**src/rtl/chunk_proto_pkg.sv**
```systemverilog
// rtl/chunk_proto_pkg.sv - GPIO chunk protocol constants and host FSM encoding.
package chunk_proto_pkg;

  localparam logic [31:0] CTRL_HOLD  = 32'd0;
  localparam logic [31:0] CTRL_START = 32'd1;
  localparam logic [31:0] CTRL_CLEAR = 32'd2;

  localparam logic [1:0] ST_IDLE = 2'd0;
  localparam logic [1:0] ST_BUSY = 2'd1;
  localparam logic [1:0] ST_DONE = 2'd2;

  localparam int LOC_WR_BIT     = 31;
  localparam int NUM_IN_CHUNKS  = 8;
  localparam int MUL_OUT_CHUNKS = 8;
  localparam int DIV_OUT_CHUNKS = 4;

  localparam logic [31:0] LOC_WR = 32'h1 << LOC_WR_BIT;

  typedef enum logic [2:0] {
    S_IDLE,
    S_LOAD,
    S_START,
    S_WAIT,
    S_COLLECT,
    S_CLEAR,
    S_FINISH,
    S_ABORT
  } host_state_t;

  // Input chunk k: 0-3 come from A, 4-7 from B, least significant word first.
  function automatic logic [31:0] in_chunk(input logic [127:0] a, input logic [127:0] b,
                                           input logic [2:0] k);
    if (k[2]) return b[{k[1:0], 5'b0} +: 32];
    else      return a[{k[1:0], 5'b0} +: 32];
  endfunction

endpackage

```
**src/rtl/mult_div_host_if.sv**
```systemverilog
// rtl/mult_div_host_if.sv - GPIO port bundle between the host and the arithmetic unit.
interface mult_div_host_if;
  logic [31:0] select;
  logic [31:0] in_loc;
  logic [31:0] in_val;
  logic [31:0] ctrl_reg;
  logic [31:0] out_loc;
  logic [31:0] out_val;
  logic [31:0] state_reg;

  modport master (
    output select, in_loc, in_val, ctrl_reg,
    input  out_loc, out_val, state_reg
  );

  modport slave (
    input  select, in_loc, in_val, ctrl_reg,
    output out_loc, out_val, state_reg
  );
endinterface

```
**src/rtl/mult_div_host_chunk_collector.sv**
```systemverilog
// rtl/mult_div_host_chunk_collector.sv - result chunk register file with capture mask.
module chunk_collector
  import chunk_proto_pkg::*;
(
  input  logic         clk,
  input  logic         rst,
  input  logic         clear,
  input  logic         capture,
  input  logic         div_mode,
  input  logic [3:0]   idx,
  input  logic [31:0]  data,
  output logic [255:0] result,
  output logic         complete
);

  logic [7:0] mask;
  logic [7:0] mask_nxt;
  logic [7:0] need;
  logic       wr_en;

  // Divide only owns chunks 0-3; writes to 4-7 are dropped so they stay zero.
  always_comb begin
    need     = div_mode ? 8'((1 << DIV_OUT_CHUNKS) - 1) : 8'((1 << MUL_OUT_CHUNKS) - 1);
    wr_en    = capture && !idx[3] && need[idx[2:0]];
    mask_nxt = mask;
    if (wr_en) mask_nxt[idx[2:0]] = 1'b1;
    complete = capture && ((mask_nxt & need) == need);
  end

  always_ff @(posedge clk or posedge rst) begin
    if (rst) begin
      mask   <= '0;
      result <= '0;
    end else if (clear) begin
      mask   <= '0;
      result <= '0;
    end else if (wr_en) begin
      mask                            <= mask_nxt;
      result[{idx[2:0], 5'b0} +: 32]  <= data;
    end
  end

endmodule

```
**src/rtl/mult_div_host.sv**
```systemverilog
// rtl/mult_div_host.sv - serializes operands to the mult/div unit and gathers its result.
module mult_div_host
  import chunk_proto_pkg::*;
#(
  parameter int TIMEOUT = 1024
) (
  input  logic             clk_fpga,
  input  logic             reset,
  input  logic             start,
  input  logic             op_sel,
  input  logic [127:0]     op_a,
  input  logic [127:0]     op_b,
  output logic             busy,
  output logic [255:0]     result,
  output logic             result_valid,
  output logic             error,
  mult_div_host_if.master  bus
);

  host_state_t  state;
  logic [127:0] a_q;
  logic [127:0] b_q;
  logic         op_q;
  logic [3:0]   ld_idx;
  logic [15:0]  tmo_cnt;
  logic [31:0]  in_loc_q;
  logic [31:0]  in_val_q;
  logic [31:0]  ctrl_q;
  logic         complete;
  logic         unit_done;
  logic         unit_idle;
  logic         unused_bits;

  assign unit_done   = (bus.state_reg[1:0] == ST_DONE);
  assign unit_idle   = (bus.state_reg[1:0] == ST_IDLE);
  assign unused_bits = ^{bus.state_reg[31:2], bus.out_loc[31:4]};

  assign bus.select   = {31'b0, op_q};
  assign bus.in_loc   = in_loc_q;
  assign bus.in_val   = in_val_q;
  assign bus.ctrl_reg = ctrl_q;

  chunk_collector u_collector (
    .clk      (clk_fpga),
    .rst      (reset),
    .clear    (state == S_IDLE && start),
    .capture  (state == S_COLLECT && unit_done),
    .div_mode (op_q),
    .idx      (bus.out_loc[3:0]),
    .data     (bus.out_val),
    .result   (result),
    .complete (complete)
  );

  always_ff @(posedge clk_fpga or posedge reset) begin
    if (reset) begin
      state        <= S_IDLE;
      a_q          <= '0;
      b_q          <= '0;
      op_q         <= 1'b0;
      ld_idx       <= '0;
      tmo_cnt      <= '0;
      in_loc_q     <= '0;
      in_val_q     <= '0;
      ctrl_q       <= CTRL_HOLD;
      busy         <= 1'b0;
      result_valid <= 1'b0;
      error        <= 1'b0;
    end else begin
      result_valid <= 1'b0;
      error        <= 1'b0;
      case (state)
        // Chunk 0 goes out on the accepting edge so the eight writes are back to back.
        S_IDLE: if (start) begin
          a_q      <= op_a;
          b_q      <= op_b;
          op_q     <= op_sel;
          in_loc_q <= LOC_WR;
          in_val_q <= op_a[31:0];
          ld_idx   <= 4'd1;
          busy     <= 1'b1;
          state    <= S_LOAD;
        end
        S_LOAD: begin
          if (ld_idx == 4'(NUM_IN_CHUNKS)) begin
            in_loc_q <= '0;
            in_val_q <= '0;
            ctrl_q   <= CTRL_START;
            state    <= S_START;
          end else begin
            in_loc_q <= LOC_WR | 32'(ld_idx);
            in_val_q <= in_chunk(a_q, b_q, ld_idx[2:0]);
            ld_idx   <= ld_idx + 4'd1;
          end
        end
        S_START: begin
          ctrl_q  <= CTRL_HOLD;
          tmo_cnt <= '0;
          state   <= S_WAIT;
        end
        S_WAIT: begin
          if (unit_done) begin
            state <= S_COLLECT;
          end else if (tmo_cnt == 16'(TIMEOUT - 1)) begin
            ctrl_q <= CTRL_CLEAR;
            state  <= S_ABORT;
          end else begin
            tmo_cnt <= tmo_cnt + 16'd1;
          end
        end
        S_COLLECT: if (complete) begin
          ctrl_q <= CTRL_CLEAR;
          state  <= S_CLEAR;
        end
        S_CLEAR: if (unit_idle) begin
          ctrl_q       <= CTRL_HOLD;
          result_valid <= 1'b1;
          busy         <= 1'b0;
          state        <= S_FINISH;
        end
        S_FINISH: state <= S_IDLE;
        S_ABORT: if (unit_idle) begin
          ctrl_q <= CTRL_HOLD;
          error  <= 1'b1;
          busy   <= 1'b0;
          state  <= S_IDLE;
        end
        default: state <= S_IDLE;
      endcase
    end
  end

endmodule

```
**src/flat_wrapper.sv**
```systemverilog
// flat-port wrapper written by rule: the top's interface ports become plain ports
module mult_div_host_flat import chunk_proto_pkg::*;
#(
  parameter int TIMEOUT = 1024
)
  (clk_fpga, reset, start, op_sel, op_a, op_b, busy, result, result_valid, error, bus_select, bus_in_loc, bus_in_val, bus_ctrl_reg, bus_out_loc, bus_out_val, bus_state_reg);
  mult_div_host_if bus_i ();
  input  logic clk_fpga;
  input  logic reset;
  input  logic start;
  input  logic op_sel;
  input  logic [127:0] op_a;
  input  logic [127:0] op_b;
  output logic busy;
  output logic [255:0] result;
  output logic result_valid;
  output logic error;
  output wire logic [$bits(bus_i.select)-1:0] bus_select;
  output wire logic [$bits(bus_i.in_loc)-1:0] bus_in_loc;
  output wire logic [$bits(bus_i.in_val)-1:0] bus_in_val;
  output wire logic [$bits(bus_i.ctrl_reg)-1:0] bus_ctrl_reg;
  input wire logic [$bits(bus_i.out_loc)-1:0] bus_out_loc;
  input wire logic [$bits(bus_i.out_val)-1:0] bus_out_val;
  input wire logic [$bits(bus_i.state_reg)-1:0] bus_state_reg;
  assign bus_select = bus_i.select;
  assign bus_in_loc = bus_i.in_loc;
  assign bus_in_val = bus_i.in_val;
  assign bus_ctrl_reg = bus_i.ctrl_reg;
  assign bus_i.out_loc = bus_out_loc;
  assign bus_i.out_val = bus_out_val;
  assign bus_i.state_reg = bus_state_reg;
  mult_div_host #(.TIMEOUT(TIMEOUT)) u_core (.clk_fpga(clk_fpga), .reset(reset), .start(start), .op_sel(op_sel), .op_a(op_a), .op_b(op_b), .busy(busy), .result(result), .result_valid(result_valid), .error(error), .bus(bus_i));
endmodule
```
**config.mk**
```make
export PLATFORM = sky130hd
export DESIGN_NAME = mult_div_host_flat
export DESIGN_NICKNAME = d
export VERILOG_FILES = /design/src/rtl/chunk_proto_pkg.sv /design/src/rtl/mult_div_host_if.sv /design/src/rtl/mult_div_host_chunk_collector.sv /design/src/rtl/mult_div_host.sv /design/src/flat_wrapper.sv
export SDC_FILE = /design/constraint.sdc
export NUM_CORES = 1
export LEC_CHECK = 0
export CAP_MARGIN = 20
export CORE_AREA = 2 2 289 291
export CTS_CLUSTER_SIZE = 16
export DETAILED_ROUTE_END_ITERATION = 7
export DIE_AREA = 0 0 291 293
export PLACE_DENSITY_LB_ADDON = 0.1
export SLEW_MARGIN = 20
export SYNTH_ARGS = -nofsm -noshare
export SYNTH_HDL_FRONTEND = slang
export SYNTH_SLANG_ARGS = --single-unit
```
**constraint.sdc**
```tcl
create_clock -name clk_fpga -period 29.5 [get_ports clk_fpga]
set_input_delay 5.9 -clock clk_fpga [delete_from_list [all_inputs] [get_ports clk_fpga]]
set_output_delay 5.9 -clock clk_fpga [all_outputs]
set_load 0.01 [all_outputs]
```
# Word level (Yosys, flattened, before mapping)
# Index checks and enable logic that the tools add are counted.
[totals] in_bits=356 word_cells=113 register_bits=643
[op_classes] n_shift=4 reduce_logical=22 add_sub_neg=3 n_lt_le_gt_ge=2 muxes=44 bitwise_logic=2 eq_ne=22
[ops] op="256-bit 2-to-1 mux" count=2
[ops] op="32-bit 2-to-1 mux" count=10
[ops] op="256-bit bitwise mux" count=1
[ops] op="32-bit by 10-bit variable shift with 256-bit output (first input constant)" count=1
[ops] op="128-bit by 8-bit variable part select with 32-bit output" count=2
[ops] op="32-bit by 10-bit variable part select with 256-bit output" count=1
[ops] op="32-bit one-hot mux with 5 select lines" count=1
[ops] op="32-bit one-hot mux with 2 select lines" count=2
[ops] op="16-bit 2-to-1 mux" count=2
[ops] op="8-bit 2-to-1 mux" count=4
[ops] op="16-bit one-hot mux with 2 select lines" count=1
[ops] op="3-bit one-hot mux with 8 select lines" count=1
[ops] op="3-bit 2-to-1 mux" count=7
[ops] op="16-bit by 1-bit adder with 16-bit output (second input constant)" count=1
[ops] op="16-bit by 10-bit equality test with 1-bit output (second input constant)" count=1
[ops] op="3-bit equality test (second input constant)" count=4
[ops] op="2-bit by 1-bit inequality test with 1-bit output (second input constant)" count=6
[ops] op="6-bit AND reduction" count=2
[ops] op="8-bit negator with 10-bit output" count=1
[ops] op="3-bit AND reduction" count=3
[ops] op="8-bit AND" count=1
[ops] op="8-bit equality test" count=1
[ops] op="4-bit 2-to-1 mux" count=2
[ops] op="2-bit inequality test (second input constant)" count=4
[ops] op="other kinds (22)" count=38

# Depth between registers and ports, before layout
[logic_depth] ltp_word=11 ltp_mapped=11 ltp_nobuf=8

# Cells and area by module
# From an unflattened synthesis, not the netlist that was laid out.
[unflattened] cells_unflattened=2862 area_unflattened_um2=26733.1
[by_module_without_submodules] module="mult_div_host" n_inst=1 seq_area_each_um2=8057.7 area_each_um2=15209.6 cells_each=1603
[by_module_without_submodules] module="chunk_collector" n_inst=1 seq_area_each_um2=6606.3 area_each_um2=11523.6 cells_each=1259

# Worst setup path before layout
# Ideal clock, no wire load.
[synth_timing] path_kind="input-to-reg" from="input port bus_out_loc[1]" to="register u_core.u_collector.result[224]" setup_slack_ns=21.613 setup_time_ns=0.078 cell_stages=9 t_arrival_ns=7.809 t_required_ns=29.422 cell_sequence="clkbuf_1 -> inv_1 -> ha_1 -> ha_1 -> clkbuf_1 -> nor4_2 -> clkbuf_1 -> nand2_1 -> a21oi_1"
[synth_between] elab_chain_len=5 elab_cells_between_ends=10 cone_classes="add/sub: 1; shift: 2; mux: 5; reduce/logical: 2"
[synth_rtl] element="start, declared" line_no="flat_wrapper.sv:22" rtl="input wire logic [$bits(bus_i.out_loc)-1:0] bus_out_loc;"
[synth_rtl] element="8-bit negator with 10-bit output" line_no="mult_div_host_chunk_collector.sv:39" rtl="result[{idx[2:0], 5'b0} +: 32] <= data;"
[synth_rtl] element="32-bit by 10-bit variable part select with 256-bit output or 32-bit by 10-bit variable shift with 256-bit output (tied branches)" line_no="mult_div_host_chunk_collector.sv:39"
[synth_rtl] element="256-bit bitwise mux" line_no="mult_div_host_chunk_collector.sv:39"
[synth_rtl] element="256-bit 2-to-1 mux" line_no="mult_div_host_chunk_collector.sv:37" rtl="end else if (wr_en) begin"
[synth_rtl] element="256-bit 2-to-1 mux" line_no="mult_div_host_chunk_collector.sv:34" rtl="end else if (clear) begin"
[synth_rtl] element="end signal, assigned by index" line_no="mult_div_host_chunk_collector.sv:39"
[synth_rtl] element="end, declared" line_no="mult_div_host_chunk_collector.sv:12" rtl="output logic [255:0] result,"
# Parallel ways exist; a longest one is shown, timed or not. The select of a mux whose other input is x is not followed.
# A chain may end at the register's enable or synchronous reset.

# Worst setup path in the final report
[layout_timing] from="input port start" to="register u_core.in_val_q[20] (netlist: u_core.bus.in_val[20])"
[layout_between] elab_chain_len=2
[layout_rtl] element="start, declared" line_no="flat_wrapper.sv:10" rtl="input logic start;"
[layout_rtl] element="2-bit inequality test (no source line)"
[layout_rtl] element="2-bit AND reduction (no source line)"
[layout_rtl] element="end signal, assigned" line_no="mult_div_host.sv:79" rtl="in_val_q <= op_a[31:0];"
[layout_rtl] element="end signal, assigned" line_no="mult_div_host.sv:92" rtl="in_val_q <= in_chunk(a_q, b_q, ld_idx[2:0]);"
[layout_rtl] element="end, declared" line_no="mult_div_host.sv:27" rtl="logic [31:0] in_val_q;"
# Every way passes these cells.

==> results.md <==
- Status: complete, no violations
- Critical path's slowest cell: buf_4
- Hpwl dp: around 61000 um
- Ports: 743
- Setup TNS: 0 ns
- Unrepaired setup endpoints after global routing: no
- Vias/cell: about 4.8
- # clock sinks: 586
- Die span in x: between 200 and 300 um
- First-pass GRT wire length: about 130000 um
- Most frequent cells in the layout: nand2_1 (1235), clkdlybuf4s50_1 (596), dfrtp_1 (584)
- Die area: about 0.085 sq mm
- Synthesized area: 0.0258 sq mm
- Clock latency at the later pin of the worst-skew pair: 0.62 ns
- Pleak: 0.0160 uW
- Cells after Synth: 2777
- Final clock skew: ~0.021 ns
- Worst-Margin Slew: 1.01 ns
- Max Fanout on Critical Path: 90
- Post-CTS Setup Repair Bufs: 0
- Minimum clock period: ~9 ns
- Crit start category: input port
- Starting Density: 0.316
- CTS Hold Bufs: 0
- Share of cells above drive strength 1: 0.0664
- Number of flops mapped to enable cells by yosys: 0
- Slew HR: 0.326
- Pwr per Cell Area: slightly above 80 mW/mm^2
- Max reg flops: 256
- Vias after detailed routing: 21125
- DRC: 0
- Hold violation count in the final report: 0
- Post-Syn Area per Cell: 9.30 sq um
- Clk slew on worst S/H paths: ~0.060 ns
- Most common cell after layout, fill and taps aside: nand2_1
- CTS Buffer Depth: 3
- Initial antenna violation count: 35
- Final GP Congestion: 0.814
- Most flop-heavy register: u_core.u_collector.result
- Post-route design area: 0.0346 sq mm
- Rows: 105
- Ys flop type: dfrtp_1
- Area growth, synth to finish: 34.1%
- DP Area: 0.0323 sq mm
- CTS root buffer: clkbuf_16
- Vias in the first global route: 21383
- Largest net degree at the start of global routing: about 150
- Initial DRC count: 1072
- Yosys reg bits: 586
- Count of final setup violators: 0
- CTS Buf Count: 70
- Sequential fraction of the synthesis area: 0.568
- Delay-heaviest family, CP: buffers and inverters
- Endpoint class of the critical path: flip-flop
- Nets: 3651
- Most used cell, CP: buf_4
- Worst path cell trace: clkdlybuf4s50_1 > nand2b_1 > nor3_2 > buf_4 > buf_4 > buf_4 > nand2_1 > a21o_1 > o21ai_0
- Number of buffers added on ports: 596
- Buf+Inv Stages, Crit Path: 4
- Top flop regs: u_core.u_collector.result: 256 flops, u_core.a_q: 128 flops, u_core.b_q: 128 flops
- Max Cap Violations: 0
- Crit Path Class: input port to flip-flop
- Synth top area share: 0.568
- Max frequency: 0.109 GHz
- Post-CTS sizing: 0
- H-tree levels: 3
- Yosys top cell by area: dfrtp_1
- Die height: about 290 um
- Wire length per cell: between 20 and 25 um
- Critical Path RT: 30.01 ns
- CP peak stage delay: 0.88 ns
- Yosys warns: 0
- WL final: 88600 um
- 1st-pass router iterations: 5
- Max IR drop VDD: around 0.041 mV
- Slew Viols, Final: 0
- Period utilisation layout: 0.312
- DRT antenna net count: 0
- GRT Total Usage: 0.204
- Top post-synthesis cells by area: dfrtp_1 (57%), nand2_1 (18%), mux4_2 (5.6%)
- Synth unique cells: 52
- Worst path arrival time: 9.71 ns
- CTS tree: yes
- Worst min path class: flip-flop to flip-flop
- Grt ovf: 0
- Asr flop ratio synth: 1.00
- Core area: 0.0818 sq mm
[cells in the mapped netlist, types with 3 or more instances]
library cell / number
ha_1: 5
nor3_1: 5
and3_1: 9
o21ai_0: 84
a41o_1: 3
a21o_1: 33
nor2b_1: 4
mux2_2: 3
nand4_1: 14
o21ai_1: 23
nand2_1: 1235
clkbuf_1: 83
buf_2: 86
o2111ai_1: 3
dfrtp_1: 586
buf_4: 93
and4_1: 5
a21oi_1: 204
xor2_1: 12
and2_1: 5
inv_1: 11
nand2b_1: 6
nor2_1: 41
a31oi_1: 3
nand3_1: 71
a311oi_1: 3
mux4_2: 64
buf_1: 15
mux2i_1: 34
a211oi_1: 3
[routing by layer]
layer,track usage,wire [um],vias up
li1,-,-,9939
met1,0.253,36000,10295
met2,0.334,42300,666
met3,0.0647,6920,177
met4,0.0780,2990,48
met5,0,326,-
[cell type report]
type                    count  area, sq um
multi-input cells        1989        10000
well taps                1070         1340
diodes                     11         27.5
repair buffers            631         6270
fillers                  7975        47200
clock buffers             107         2090
inverters                  12         52.6
clock inverters            16          194
flip-flops and latches    586        14700
[worst register-to-register path: stages (launching register included)]
cell      delay [ns]
dfrtp_1         0.59
nand2b_1        0.32
nor3_2          0.16
buf_4           0.75
buf_4           0.84
buf_4           0.95
nand2_1         0.25
a21o_1          0.20
o21ai_0         0.06
[through the flow]
| stage | instances | hold WS, ns | util | total power (uW) | setup WS (ns) |
|---|---|---|---|---|---|
| 6_report | 4422 | 0.466 | 0.423 | 2830 | 20.29 |
| 5_1_grt | 4417 | 0.487 | 0.423 | 3020 | 20.00 |
| 4_1_cts | 4409 | 0.473 | 0.422 | 2880 | 20.32 |
| 3_5_place_dp | 4286 | 0.458 | 0.395 | 2000 | 19.69 |
| 3_3_place_gp | 4286 | 0.456 | 0.394 | 1980 | 19.74 |
| 2_1_floorplan | 2864 | 0.440 | - | 1700 | 7.20 |
[report_power, final]
group          leakage, uW  internal [uW]  switching, uW
Sequential         0.00774           1010            143
Combinational      0.00713            369            454
Clock              0.00113            509            351
[cell families (layout without fill, tap and decap cells)]
logic type	count (synthesis)	in the layout	synth area share
buffers and inverters	289	766	0.0597
AND/OR/NAND/NOR	1412	1412	0.217
AO/OA/AOI/OAI	371	371	0.0784
adder cells (fa/ha/maj)	5	5	0.00242
multiplexers	101	101	0.0703
flip-flops	586	586	0.568
XOR/XNOR	12	12	0.00407
other	1	99	0.000145
[worst paths after layout]
path	startpoint	end	slack (ns)	depth (start not counted)
max	start	u_core.bus.in_val[20]	20.29	9
min in group asynchronous	reset	u_core.u_collector.result[190]	5.82	2
max reg2reg	u_core.state[0]	u_core.bus.in_val[20]	25.31	8
max in group asynchronous	reset	u_core.a_q[64]	21.42	4
min	u_core.a_q[57]	u_core.a_q[57]	0.47	2
min reg2reg	u_core.a_q[57]	u_core.a_q[57]	0.47	2
(Power assumes the default switching activity.)
